===== config.mk =====
export PLATFORM = sky130hd
export DESIGN_NAME = lsu_mem_access_flat
export DESIGN_NICKNAME = d
export VERILOG_FILES = /design/src/rtl/lsu_mem_access_if.sv /design/src/rtl/lsu_mem_access.sv /design/src/flat_wrapper.sv
export SDC_FILE = /design/constraint.sdc
export NUM_CORES = 1
export LEC_CHECK = 0
export BUFFER_PORTS_ARGS = -buffer_cell sky130_fd_sc_hd__clkbuf_2
export CORE_MARGIN = 5
export CORE_UTILIZATION = 40
export CTS_CLUSTER_DIAMETER = 120
export CTS_CLUSTER_SIZE = 14
export DETAILED_ROUTE_END_ITERATION = 6
export GPL_TIMING_DRIVEN = 1
export PLACE_DENSITY_LB_ADDON = 0.2
export SLEW_MARGIN = 40
export SYNTH_ARGS = -nofsm -noshare
export SYNTH_HDL_FRONTEND = slang
export SYNTH_SLANG_ARGS = --single-unit

===== constraint.sdc =====
create_clock -name clk -period 2.4 [get_ports clk]
set_input_delay 0 -clock clk [delete_from_list [all_inputs] [get_ports clk]]
set_output_delay 0 -clock clk [all_outputs]
set_load 0.02 [all_outputs]

===== src/rtl/lsu_mem_access_if.sv =====
// Request/response and data-memory bus signals of the LSU memory-access stage.
// slave = the stage itself, master = issue stage plus memory side.
interface lsu_mem_access_if;
    logic        start;
    logic        read_mem;
    logic        write_mem;
    logic [5:0]  ex_type;
    logic [31:0] addr;
    logic [31:0] write_data;
    logic [4:0]  rd_in;
    logic        mem_done;
    logic        fault;
    logic [4:0]  rd_wb;
    logic [32:0] load_data;
    logic        bus_req;
    logic        bus_we;
    logic [31:0] bus_addr;
    logic [31:0] bus_wdata;
    logic [3:0]  bus_wstrb;
    logic        bus_ack;
    logic [31:0] bus_rdata;

    modport slave (
        input  start, read_mem, write_mem, ex_type, addr, write_data, rd_in,
        input  bus_ack, bus_rdata,
        output mem_done, fault, rd_wb, load_data,
        output bus_req, bus_we, bus_addr, bus_wdata, bus_wstrb
    );

    modport master (
        output start, read_mem, write_mem, ex_type, addr, write_data, rd_in,
        output bus_ack, bus_rdata,
        input  mem_done, fault, rd_wb, load_data,
        input  bus_req, bus_we, bus_addr, bus_wdata, bus_wstrb
    );
endinterface


===== src/rtl/lsu_mem_access.sv =====
// LSU memory-access stage: alignment check, one req/ack bus transaction, load extend.
// Optional bus_ack watchdog enabled by defining LSU_TIMEOUT_EN.
module lsu_mem_access #(
    parameter int TIMEOUT_CYCLES = 255
) (
    input  logic            clk,
    input  logic            rst_n,
    lsu_mem_access_if.slave io
);
    localparam logic [1:0] S_IDLE = 2'd0;
    localparam logic [1:0] S_REQ  = 2'd1;
    localparam logic [1:0] S_DONE = 2'd2;

    localparam logic [5:0] EX_LB  = 6'd21;
    localparam logic [5:0] EX_LH  = 6'd22;
    localparam logic [5:0] EX_LW  = 6'd23;
    localparam logic [5:0] EX_LBU = 6'd24;
    localparam logic [5:0] EX_LHU = 6'd25;
    localparam logic [5:0] EX_SB  = 6'd26;
    localparam logic [5:0] EX_SH  = 6'd27;
    localparam logic [5:0] EX_SW  = 6'd28;

    logic [1:0]  r_state;
    logic [5:0]  r_ex;
    logic [1:0]  r_alo;
    logic [4:0]  r_rd;
    logic        r_is_read;
    logic        r_mem_done;
    logic        r_fault;
    logic [4:0]  r_rd_wb;
    logic [32:0] r_load_data;
    logic        r_bus_req;
    logic        r_bus_we;
    logic [31:0] r_bus_addr;
    logic [31:0] r_bus_wdata;
    logic [3:0]  r_bus_wstrb;

    logic        w_accept;
    logic        w_misaligned;
    logic [31:0] w_wdata;
    logic [3:0]  w_wstrb;
    logic [7:0]  w_byte;
    logic [15:0] w_half;
    logic [31:0] w_ext;
    logic        w_timeout;

    assign w_accept = io.start && (io.read_mem || io.write_mem);

    always_comb begin
        w_misaligned = 1'b0;
        w_wdata      = io.write_data;
        w_wstrb      = 4'b1111;
        case (io.ex_type)
            EX_LH, EX_LHU, EX_SH: w_misaligned = io.addr[0];
            EX_LW, EX_SW:         w_misaligned = |io.addr[1:0];
            default:              w_misaligned = 1'b0;
        endcase
        case (io.ex_type)
            EX_SB: begin
                w_wdata = {4{io.write_data[7:0]}};
                w_wstrb = 4'b0001 << io.addr[1:0];
            end
            EX_SH: begin
                w_wdata = {2{io.write_data[15:0]}};
                w_wstrb = io.addr[1] ? 4'b1100 : 4'b0011;
            end
            default: begin
                w_wdata = io.write_data;
                w_wstrb = 4'b1111;
            end
        endcase
    end

    // Lane selection uses the latched low address bits, not the live input.
    always_comb begin
        w_byte = 8'(io.bus_rdata >> {r_alo, 3'b000});
        w_half = r_alo[1] ? io.bus_rdata[31:16] : io.bus_rdata[15:0];
        case (r_ex)
            EX_LB:   w_ext = {{24{w_byte[7]}}, w_byte};
            EX_LH:   w_ext = {{16{w_half[15]}}, w_half};
            EX_LBU:  w_ext = {24'd0, w_byte};
            EX_LHU:  w_ext = {16'd0, w_half};
            default: w_ext = io.bus_rdata;
        endcase
    end

`ifdef LSU_TIMEOUT_EN
    logic [31:0] r_to_cnt;

    assign w_timeout = (r_to_cnt == 32'(TIMEOUT_CYCLES - 1));

    always_ff @(posedge clk or negedge rst_n) begin
        if (!rst_n) begin
            r_to_cnt <= '0;
        end else if (r_state != S_REQ) begin
            r_to_cnt <= '0;
        end else begin
            r_to_cnt <= r_to_cnt + 32'd1;
        end
    end
`else
    assign w_timeout = 1'b0;
`endif

    always_ff @(posedge clk or negedge rst_n) begin
        if (!rst_n) begin
            r_state     <= S_IDLE;
            r_ex        <= '0;
            r_alo       <= '0;
            r_rd        <= '0;
            r_is_read   <= 1'b0;
            r_mem_done  <= 1'b0;
            r_fault     <= 1'b0;
            r_rd_wb     <= '0;
            r_load_data <= '0;
            r_bus_req   <= 1'b0;
            r_bus_we    <= 1'b0;
            r_bus_addr  <= '0;
            r_bus_wdata <= '0;
            r_bus_wstrb <= '0;
        end else begin
            case (r_state)
                S_IDLE: begin
                    if (w_accept) begin
                        r_ex            <= io.ex_type;
                        r_alo           <= io.addr[1:0];
                        r_rd            <= io.rd_in;
                        r_is_read       <= io.read_mem;
                        r_load_data[32] <= 1'b0;
                        if (w_misaligned) begin
                            r_state    <= S_DONE;
                            r_mem_done <= 1'b1;
                            r_fault    <= 1'b1;
                            r_rd_wb    <= '0;
                        end else begin
                            r_state     <= S_REQ;
                            r_bus_req   <= 1'b1;
                            r_bus_we    <= ~io.read_mem;
                            r_bus_addr  <= {io.addr[31:2], 2'b00};
                            r_bus_wdata <= w_wdata;
                            r_bus_wstrb <= w_wstrb;
                        end
                    end
                end
                S_REQ: begin
                    // An ack coinciding with the watchdog limit still completes normally.
                    if (io.bus_ack) begin
                        r_state    <= S_DONE;
                        r_bus_req  <= 1'b0;
                        r_mem_done <= 1'b1;
                        r_fault    <= 1'b0;
                        if (r_is_read) begin
                            r_load_data <= {1'b1, w_ext};
                            r_rd_wb     <= r_rd;
                        end
                    end else if (w_timeout) begin
                        r_state    <= S_DONE;
                        r_bus_req  <= 1'b0;
                        r_mem_done <= 1'b1;
                        r_fault    <= 1'b1;
                    end
                end
                S_DONE: begin
                    r_state    <= S_IDLE;
                    r_mem_done <= 1'b0;
                    r_fault    <= 1'b0;
                    r_rd_wb    <= '0;
                end
                default: r_state <= S_IDLE;
            endcase
        end
    end

    assign io.mem_done  = r_mem_done;
    assign io.fault     = r_fault;
    assign io.rd_wb     = r_rd_wb;
    assign io.load_data = r_load_data;
    assign io.bus_req   = r_bus_req;
    assign io.bus_we    = r_bus_we;
    assign io.bus_addr  = r_bus_addr;
    assign io.bus_wdata = r_bus_wdata;
    assign io.bus_wstrb = r_bus_wstrb;
endmodule


===== src/flat_wrapper.sv =====
// flat-port wrapper written by rule: the top's interface ports become plain ports
module lsu_mem_access_flat 
#(
    parameter int TIMEOUT_CYCLES = 255
)
  (clk, rst_n, io_start, io_read_mem, io_write_mem, io_ex_type, io_addr, io_write_data, io_rd_in, io_bus_ack, io_bus_rdata, io_mem_done, io_fault, io_rd_wb, io_load_data, io_bus_req, io_bus_we, io_bus_addr, io_bus_wdata, io_bus_wstrb);
  lsu_mem_access_if io_i ();
  input  logic clk;
  input  logic rst_n;
  input wire logic [$bits(io_i.start)-1:0] io_start;
  input wire logic [$bits(io_i.read_mem)-1:0] io_read_mem;
  input wire logic [$bits(io_i.write_mem)-1:0] io_write_mem;
  input wire logic [$bits(io_i.ex_type)-1:0] io_ex_type;
  input wire logic [$bits(io_i.addr)-1:0] io_addr;
  input wire logic [$bits(io_i.write_data)-1:0] io_write_data;
  input wire logic [$bits(io_i.rd_in)-1:0] io_rd_in;
  input wire logic [$bits(io_i.bus_ack)-1:0] io_bus_ack;
  input wire logic [$bits(io_i.bus_rdata)-1:0] io_bus_rdata;
  output wire logic [$bits(io_i.mem_done)-1:0] io_mem_done;
  output wire logic [$bits(io_i.fault)-1:0] io_fault;
  output wire logic [$bits(io_i.rd_wb)-1:0] io_rd_wb;
  output wire logic [$bits(io_i.load_data)-1:0] io_load_data;
  output wire logic [$bits(io_i.bus_req)-1:0] io_bus_req;
  output wire logic [$bits(io_i.bus_we)-1:0] io_bus_we;
  output wire logic [$bits(io_i.bus_addr)-1:0] io_bus_addr;
  output wire logic [$bits(io_i.bus_wdata)-1:0] io_bus_wdata;
  output wire logic [$bits(io_i.bus_wstrb)-1:0] io_bus_wstrb;
  assign io_i.start = io_start;
  assign io_i.read_mem = io_read_mem;
  assign io_i.write_mem = io_write_mem;
  assign io_i.ex_type = io_ex_type;
  assign io_i.addr = io_addr;
  assign io_i.write_data = io_write_data;
  assign io_i.rd_in = io_rd_in;
  assign io_i.bus_ack = io_bus_ack;
  assign io_i.bus_rdata = io_bus_rdata;
  assign io_mem_done = io_i.mem_done;
  assign io_fault = io_i.fault;
  assign io_rd_wb = io_i.rd_wb;
  assign io_load_data = io_i.load_data;
  assign io_bus_req = io_i.bus_req;
  assign io_bus_we = io_i.bus_we;
  assign io_bus_addr = io_i.bus_addr;
  assign io_bus_wdata = io_i.bus_wdata;
  assign io_bus_wstrb = io_i.bus_wstrb;
  lsu_mem_access #(.TIMEOUT_CYCLES(TIMEOUT_CYCLES)) u_core (.clk(clk), .rst_n(rst_n), .io(io_i));
endmodule

### Yosys cells after proc, flatten, opt, wreduce, memory -nomap -nowiden

Cells that the tools add are included.

| word-level totals | value |
|---|---|
| bits in read-only memories | 0 |
| logic and storage cells | 80 |
| output and inout port bits | 110 |
| RAM bits | 0 |
| register bits | 124 |
| memories kept | 0 |
| latch bits | 0 |
| input port bits | 113 |

| cells by class | value |
|---|---|
| mux-type cells | 28 |
| shift operators | 2 |
| equal/unequal tests | 17 |
| reduce and logical (&&, ||, !) cells | 16 |
| bitwise gates (word level) | 2 |
| magnitude comparators | 0 |
| $add $sub $neg | 0 |
| div/mod/pow operators | 0 |
| multiply operators | 0 |

Operators with widths:

| operator | count |
|---|---|
| case mux 32 bit (4 select lines) | 1 |
| two-way mux 33 bit | 2 |
| case mux 32 bit (2 select lines) | 1 |
| == test 6 x 5 -> 1 bit, second input constant | 10 |
| right shift 32 x 5 -> 8 bit | 1 |
| two-way mux 5 bit | 4 |
| two-way mux 16 bit | 1 |
| case mux 5 bit (3 select lines) | 1 |
| AND reduction 4 bit | 3 |
| case mux 4 bit (2 select lines) | 1 |
| two-way mux 1 bit | 7 |
| two-way mux 2 bit | 3 |
| != test 2 x 1 -> 1 bit, second input constant | 3 |
| case mux 1 bit (2 select lines) | 3 |
| case mux 1 bit (3 select lines) | 2 |
| AND reduction 3 bit | 2 |
| AND reduction 5 bit | 1 |
| two-way mux 4 bit | 1 |
| != test 2 bit, second input constant | 2 |
| case mux 2 bit (2 select lines) | 1 |
| AND reduction 2 bit | 2 |
| OR reduction 2 bit | 2 |
| << shifter 1 x 2 -> 4 bit, first input constant | 1 |
| nonzero test 3 bit | 1 |
| other kinds (8) | 9 |

### Depth between registers and ports, before layout

Gate-level depths: netlist (run 1).

| depth | value |
|---|---|
| word-level depth | 6 |
| gate-level depth with buffers | 10 |
| gate-level depth less buffers | 7 |

### Least setup slack after synthesis (run 1)

Ideal clock, no wire load.

| timing path | value |
|---|---|
| path kind | register -> register |
| from | reg u_core.r_state[0] |
| to | reg u_core.r_bus_wdata[11], in the netlist u_core.io.bus_wdata[11] |
| buffers on the path | 3 |
| data required time | 2.268 ns |
| library setup time | 0.132 ns |
| slack | 0.282 ns |
| data arrival time | 1.986 ns |
| cell stages (with the launch flop) | 11 |
| cell sequence | dfrtp_1 inv_1 ha_1 inv_1 or2_2 clkbuf_1 or3_1 buf_2 buf_2 nand2_1 o21ai_1 |

| on the way | value |
|---|---|
| longest elaborated chain between the ends | 2 |

RTL lines:

| element | line | RTL |
|---|---|---|
| start, declared | lsu_mem_access.sv:23 | `logic [1:0] r_state;` |
| start signal, assigned | lsu_mem_access.sv:107 | `r_state <= S_IDLE;` |
| start signal, assigned | lsu_mem_access.sv:131 | `r_state <= S_DONE;` |
| start signal, assigned | lsu_mem_access.sv:136 | `r_state <= S_REQ;` |
| zero test 2 bit | lsu_mem_access.sv:122 | `case (r_state)` |
| AND reduction 3 bit (no line) | -- |  |
| end signal, assigned | lsu_mem_access.sv:140 | `r_bus_wdata <= w_wdata;` |
| end, declared | lsu_mem_access.sv:35 | `logic [31:0] r_bus_wdata;` |

No other way between the ends.
A chain may end at the register's enable or synchronous reset.

### Worst setup path after layout (run 1)

| timing path | value |
|---|---|
| from | reg u_core.r_state[0] |
| to | reg u_core.r_bus_wdata[23], in the netlist u_core.io.bus_wdata[23] |

Same word-level chain as after synthesis.

==> summary.txt, run 1 <==
Yosys
  • Synth Instances: 642
  • Most common library cells after synthesis: nand2_1 (191), dfrtp_1 (124), nor2_1 (49)
  • Ys flop type: dfrtp_1
  • Unique masters post-synth: 49
  • Post-synth EDFFs: 0
  • Cell with the most instances after synthesis: nand2_1
  • YS warnings: 0
  • Synth top area share: 0.527
  • Area leader, netlist: dfrtp_1
  • Largest cells by area after synthesis: dfrtp_1 (53%), nand2_1 (12%), mux2_2 (4.4%)
  • Synthesized area per cell: 9.16 um2
  • Sequential area share after synthesis: 0.527
  • Yosys reg bits: 124
  • Synthesized area: 5880 um2
  • Async set-reset flop share out of synthesis: 1.00

STA
  • Setup TNS: 0 ps
  • Final-report max-slew violation count: 0
  • Minimum clock period: 2230 ps
  • Layout Skew: 8.63 ps
  • Max Fclk: 0.449 GHz
  • RSZ-0062 raised after global routing: no
  • Setup WS post-layout: 174 ps
  • Final Hold Viols: 0
  • Setup-failing EPs final: 0
  • Tcrit/Tclk final: 0.927
  • Slew at the pin closest to its max-slew limit: 707 ps
  • Slew margin rel.: 0.528

Clocking
  • Clock Latency Late Sink: 410 ps
  • Clk slew on worst S/H paths: 60 ps
  • Clock buffer depth: 2
  • Resized cells post-CTS: 0
  • Clock sink total: 124
  • Post-CTS Setup Bufs: 0
  • CTS tree: done
  • Num CTS Buffers: 17
  • Clock root buffer: clkbuf_16
  • H-tree Lvls: 4

Global routing
  • Largest net degree at the start of global routing: 75
  • GRT Util Overall: 0.219
  • Vias in the first global route: 6380
  • Grt total ovfl: 0
  • Initial antenna violation count: 0
  • First-pass GRT wire length: 31600 um

Flow run
  • Maxcap violations: 0

Placed design
  • # port buffers: 220
  • Post-DP HPWL: 12700 um
  • Worst slack, placed: 188 ps
  • RD Place Congestion: 0.854

Critical path
  • Crit-path slowest cell: dfrtp_1
  • Critical Path RT: 2730 ps
  • Critical path type: reg2reg
  • Max stage delay on crit path: 410 ps
  • CP Capture Type: register
  • Crit start category: register
  • Worst-path maximum fanout: 60
  • Cell class contributing the biggest share of worst-path delay: buffers and inverters
  • Crit path arrival time: 2550 ps
  • Critical-path cell list: inv_1, ha_1, inv_1, or2_2, buf_4, nor3_4, buf_12, nor2_1, a31oi_1
  • Cell repeated most along the worst path: inv_1
  • Bufs and invs on worst path: 4

Status
  • Status: completed

Drt
  • Iteration-0 DRC Markers: 306
  • ANT nets after route: 0
  • Total wire length: 18800 um
  • DR pass1 iterations: 6
  • Routed WL per cell: 16.2 um
  • Via density: 5.10
  • DRC Markers: 0
  • Via count: 5945

Power and ir drop
  • Sw power: 0.00451 W
  • Max VDD drop: 614 uV
  • Gate power share: 0.416
  • Leakage Power: 4.55 nW
  • Clock power share: 0.245
  • Net Sw Frac: 0.406
  • Int Power: 0.00660 W
  • Register share of total power: 0.340
  • Pwr/cell area: 1240 nW/um2

Die
  • Num rows: 44
  • # IOs: 223
  • Initial core utilization: 0.406
  • CORE AREA: 14500 um2
  • Die ar.: 17200 um2
  • Die X: 131 um
  • Die height: 131 um

Layout
  • # diodes: 0
  • Fin nets: 1085
  • Footprint of the multi-input gates: 2580 um2
  • Fill cells: 1171
  • Register Area: 3100 um2
  • Ratio of cells with drive above 1 in the final layout: 0.304
  • Area Overhead vs Synth: 51.8%

Min path
  • HP Class: in2reg
## cells in the final DEF (no fill, tap or decap), drive strengths merged, types with 3 or more instances in the layout
master and instances:
o211ai 7, mux2 23, ha 4, a21oi 43
nor2 49, clkinv 6, bufinv 4, o21bai 3
nand2 191, mux2i 17, o21ai 47, a21o 4
dfrtp 124, a31oi 12, dlygate4sd3 111, nor4bb 4
nand3 9, clkbuf 239, nor2b 6, a211o 4
inv 9, and3b 3, nand2b 4, a211oi 6
nor3 6, buf 15
## final timing paths
path	startpoint	end	slack [ps]	cells after the start
min in group asynchronous	rst_n	u_core.io.rd_wb[0]	150	2
hold reg to reg	u_core.io.bus_addr[8]	u_core.io.bus_addr[8]	470	2
setup reg to reg	u_core.r_state[0]	u_core.io.bus_wdata[23]	170	9
setup / recovery	u_core.r_state[0]	u_core.io.bus_wdata[23]	170	9
max in group asynchronous	rst_n	u_core.io.bus_we	1410	3
hold / removal	io_start	u_core.io.load_data[32]	120	5
## tightest hold or removal path: cells and delay by family
family	cells	cell delay, ps
buf+inv	1	70
compound gates	2	200
simple gates	2	200
## flip-flops by register name, indices dropped and copies added (netlist names)
| register | cells |
|---|---|
| u_core.io.bus_addr | 30 |
| u_core.io.bus_req | 1 |
| u_core.io.bus_wdata | 32 |
| u_core.io.bus_we | 1 |
| u_core.io.bus_wstrb | 4 |
| u_core.io.fault | 1 |
| u_core.io.load_data | 33 |
| u_core.io.mem_done | 1 |
| u_core.io.rd_wb | 5 |
| u_core.r_alo | 2 |
| u_core.r_ex | 6 |
| u_core.r_is_read | 1 |
| u_core.r_rd | 5 |
| u_core.r_state | 2 |
## power groups by stage
stage	Sequential [W]	Combinational [W]	Clock (W)
2_1_floorplan	0.00469	0.00191	0
3_3_place_gp	0.00374	0.00436	0
3_5_place_dp	0.00379	0.00447	0
4_1_cts	0.00378	0.00462	0.00277
5_1_grt	0.00391	0.00506	0.00285
6_report	0.00377	0.00462	0.00272
## metrics by stage
stage	area, um2	hold WS, ps	instances	utilization	power, W
detailed placement	7190	41.4	1022	0.496	0.00826
CTS	8920	95.8	1165	0.616	0.0112
finish	8930	117	1165	0.617	0.0111
floorplan	5890	-296	643	-	0.00660
global placement	7190	34.4	1022	0.496	0.00810
global route	8930	148	1165	0.617	0.0118
## kinds of logic (layout without fill, tap and decap cells)
family | after synthesis | in the layout | share of synthesized area
AOI/OAI and AO/OA | 141 | 141 | 0.147
DFF | 124 | 124 | 0.527
and+or+nand+nor | 283 | 283 | 0.203
adders and majority gates | 4 | 4 | 0.00851
muxes | 41 | 41 | 0.0768
other | 1 | 2 | 0.000637
buffers and inverters | 48 | 386 | 0.0372
## layer usage
layer	GRT usage	share of wire	vias up
li1	-	-	2840
met1	0.256	0.40	2833
met2	0.375	0.49	242
met3	0.0765	0.082	30
met4	0.0766	0.022	0
met5	0	0	-
## cell type report
class | instances | area share
Clock inverter | 12 | 0.0189
Timing Repair Buffer | 345 | 0.264
Sequential cell | 124 | 0.347
Inverter | 9 | 0.00378
Tap cell | 184 | 0.0258
Multi-Input combinational cell | 471 | 0.289
Clock buffer | 20 | 0.0511
## repair_timing
action / in CTS / in global routing
setup endpoints to repair: 0 / 0
endpoints found under the hold margin: 158 / 0
hold buffers: 111 / 0
Note: power is estimated with default switching activity, not from simulation.
==> inputs of run 2 (changes only) <==
- CORE_ASPECT_RATIO: default -> 0.6
==> run 2 against run 1 <==
  * Final cell count rose by 1.7%
  * Global-route usage rose by 0.95 points
  * Register-to-register slack improved by 70 ps
  * Non-clock buffer count rose by 6
  * Combinational power rose by 2%
  * Clock skew fell by 0.78 ps
  * Critical path depth fell by 1
  * Hold slack improved by 23 ps
  * Utilization rose by 0.82 points
  * Wire length rose by 5.0%
==> summary.txt, run 2 (synthesis gave the netlist of run 1 again) <==
Status
  • Status: completed

Drt
  • DR pass1 iterations: 5
  • Total wire length: 19800 um
  • Top sig layer: met5
  • Metal2 WL: 8900 um
  • Iteration-0 DRC Markers: 533
  • Routed WL per cell: 16.7 um
  • WL met1: 8630 um
  • DRC Markers: 0
  • Via density: 5.06
  • Via count: 6000
  • ANT nets after route: 0
  • Detail Route met3 WL: 1720 um

Critical path
  • Crit start category: register
  • Critical Path RT: 2680 ps
  • Launch point of the worst reg-to-reg path: u_core.r_state[0]
  • Crit path from: u_core.r_state[0]
  • Critical path type: reg2reg
  • FF-to-FF End: u_core.io.bus_wdata[26]
  • Worst-path maximum fanout: 74
  • R2R depth: 8
  • R2R Setup Slk: 250 ps
  • Worst setup endpoint: u_core.io.bus_wdata[26]
  • CP Capture Type: register
  • Crit path arrival time: 2440 ps

Die
  • CORE AREA: 14500 um2
  • Die X: 167 um
  • Die height: 104 um
  • Initial core utilization: 0.407
  • # IOs: 223
  • Num rows: 34
  • Die ar.: 17300 um2

Placed design
  • Post-DP Area: 7220 um2
  • RD Place Congestion: 0.866
  • # port buffers: 220
  • Post-DP HPWL: 13400 um

Layout
  • Fill cells: 1174
  • Fin nets: 1091
  • Finished Cell Area: 9040 um2
  • Largest register FFs: 33
  • Ratio of cells with drive above 1 in the final layout: 0.306
  • Commonest cells after routing, fill and taps aside: clkbuf_2 (219), nand2_1 (191), dfrtp_1 (124)
  • # diodes: 0
  • Most common cell after layout, fill and taps aside: clkbuf_2
  • Area Overhead vs Synth: 53.7%

STA
  • Tcrit/Tclk final: 0.898
  • Setup TNS: 0 ps
  • Final-report max-slew violation count: 0
  • Slew margin rel.: 0.535
  • Max Fclk: 0.464 GHz
  • Setup-failing EPs final: 0
  • Minimum clock period: 2150 ps
  • Hold Slack: 140 ps
  • Slew at the pin closest to its max-slew limit: 697 ps
  • Final Hold Viols: 0
  • Layout Skew: 7.85 ps
  • RSZ-0062 raised after global routing: no

Clocking
  • Post-CTS Setup Bufs: 0
  • Clk slew on worst S/H paths: 60 ps
  • Clock sink total: 124
  • Num CTS Buffers: 17
  • CTS tree: done
  • Clock root buffer: clkbuf_16
  • Clock Latency Late Sink: 410 ps
  • H-tree Lvls: 4
  • Clock buffer depth: 2

Min path
  • HP Class: in2async

Global routing
  • Grt total ovfl: 0
  • Vias in the first global route: 6201
  • First-pass GRT wire length: 32600 um
  • GRT Util Overall: 0.229
  • Largest net degree at the start of global routing: 75
  • Initial antenna violation count: 1

Power and ir drop
  • Leakage Power: 4.59 nW
  • Max VDD drop: 704 uV
  • Pwr/cell area: 1260 nW/um2

Flow run
  • Maxcap violations: 0
-- run 2: changes by cell type in the layout (fill, tap and decap cells not counted), moves of 3 or more --
cell,previous run,this run
clkinv_2,5,1
clkinv_4,1,4
dlygate4sd3_1,111,115
inv_6,0,5
-- run 2: worst min path at each step --
stage | end | from | slack (ps) | depth (start not counted)
floorplan | u_core.io.bus_addr[10] | rst_n | -300 | 0
global placement | u_core.r_rd[4] | rst_n | 50 | 1
detailed placement | u_core.r_rd[2] | rst_n | 50 | 1
CTS | u_core.io.load_data[32] | io_start | 120 | 5
global route | u_core.io.load_data[32] | io_start | 200 | 5
finish | u_core.r_rd[2] | rst_n | 140 | 2
-- run 2: critical path: stages (launching register included) --
cell and delay (ps):
dfrtp_1 410, inv_1 120, ha_1 200, inv_1 120, or2_2 320, or3_2 450, buf_12 230, nand2_1 110
o21ai_1 70
-- run 2: final cells by class --
type,instances,area (um2),area share
flip-flops and latches,124,3100,0.343
well taps,198,248,0.0274
repair buffers,351,2410,0.267
clock inverters,15,234,0.0259
clock buffers,17,425,0.0471
multi-input cells,471,2580,0.286
inverters,9,33.8,0.00374
-- run 2: timing repair --
item,in CTS,in global routing
setup endpoints to repair,0,1
hold buffers,115,0
resized for setup,0,1
endpoints found under the hold margin,161,0
-- run 2: power breakdown --
group          internal [W]  leakage (nW)  switching [W]
combinational       0.00175          2.78        0.00296
clock               0.00186         0.323        0.00102
sequential          0.00308          1.49       0.000712
-- run 2: stage by stage --
step                      std cells  utilization  worst slack, ps  power [W]
final                          1185        0.625              245     0.0114
after floorplan                 643            -              282    0.00660
after global placement         1038        0.499              390    0.00817
after detailed placement       1038        0.499              281    0.00832
after global routing           1185        0.625             72.0     0.0121
after CTS                      1185        0.624              244     0.0114
-- run 2: per-layer routing --
layer | global-route usage | up-vias
li1 | - | 2857
met1 | 0.307 | 2805
met2 | 0.349 | 280
met3 | 0.0699 | 56
met4 | 0.0864 | 2
met5 | 0 | -
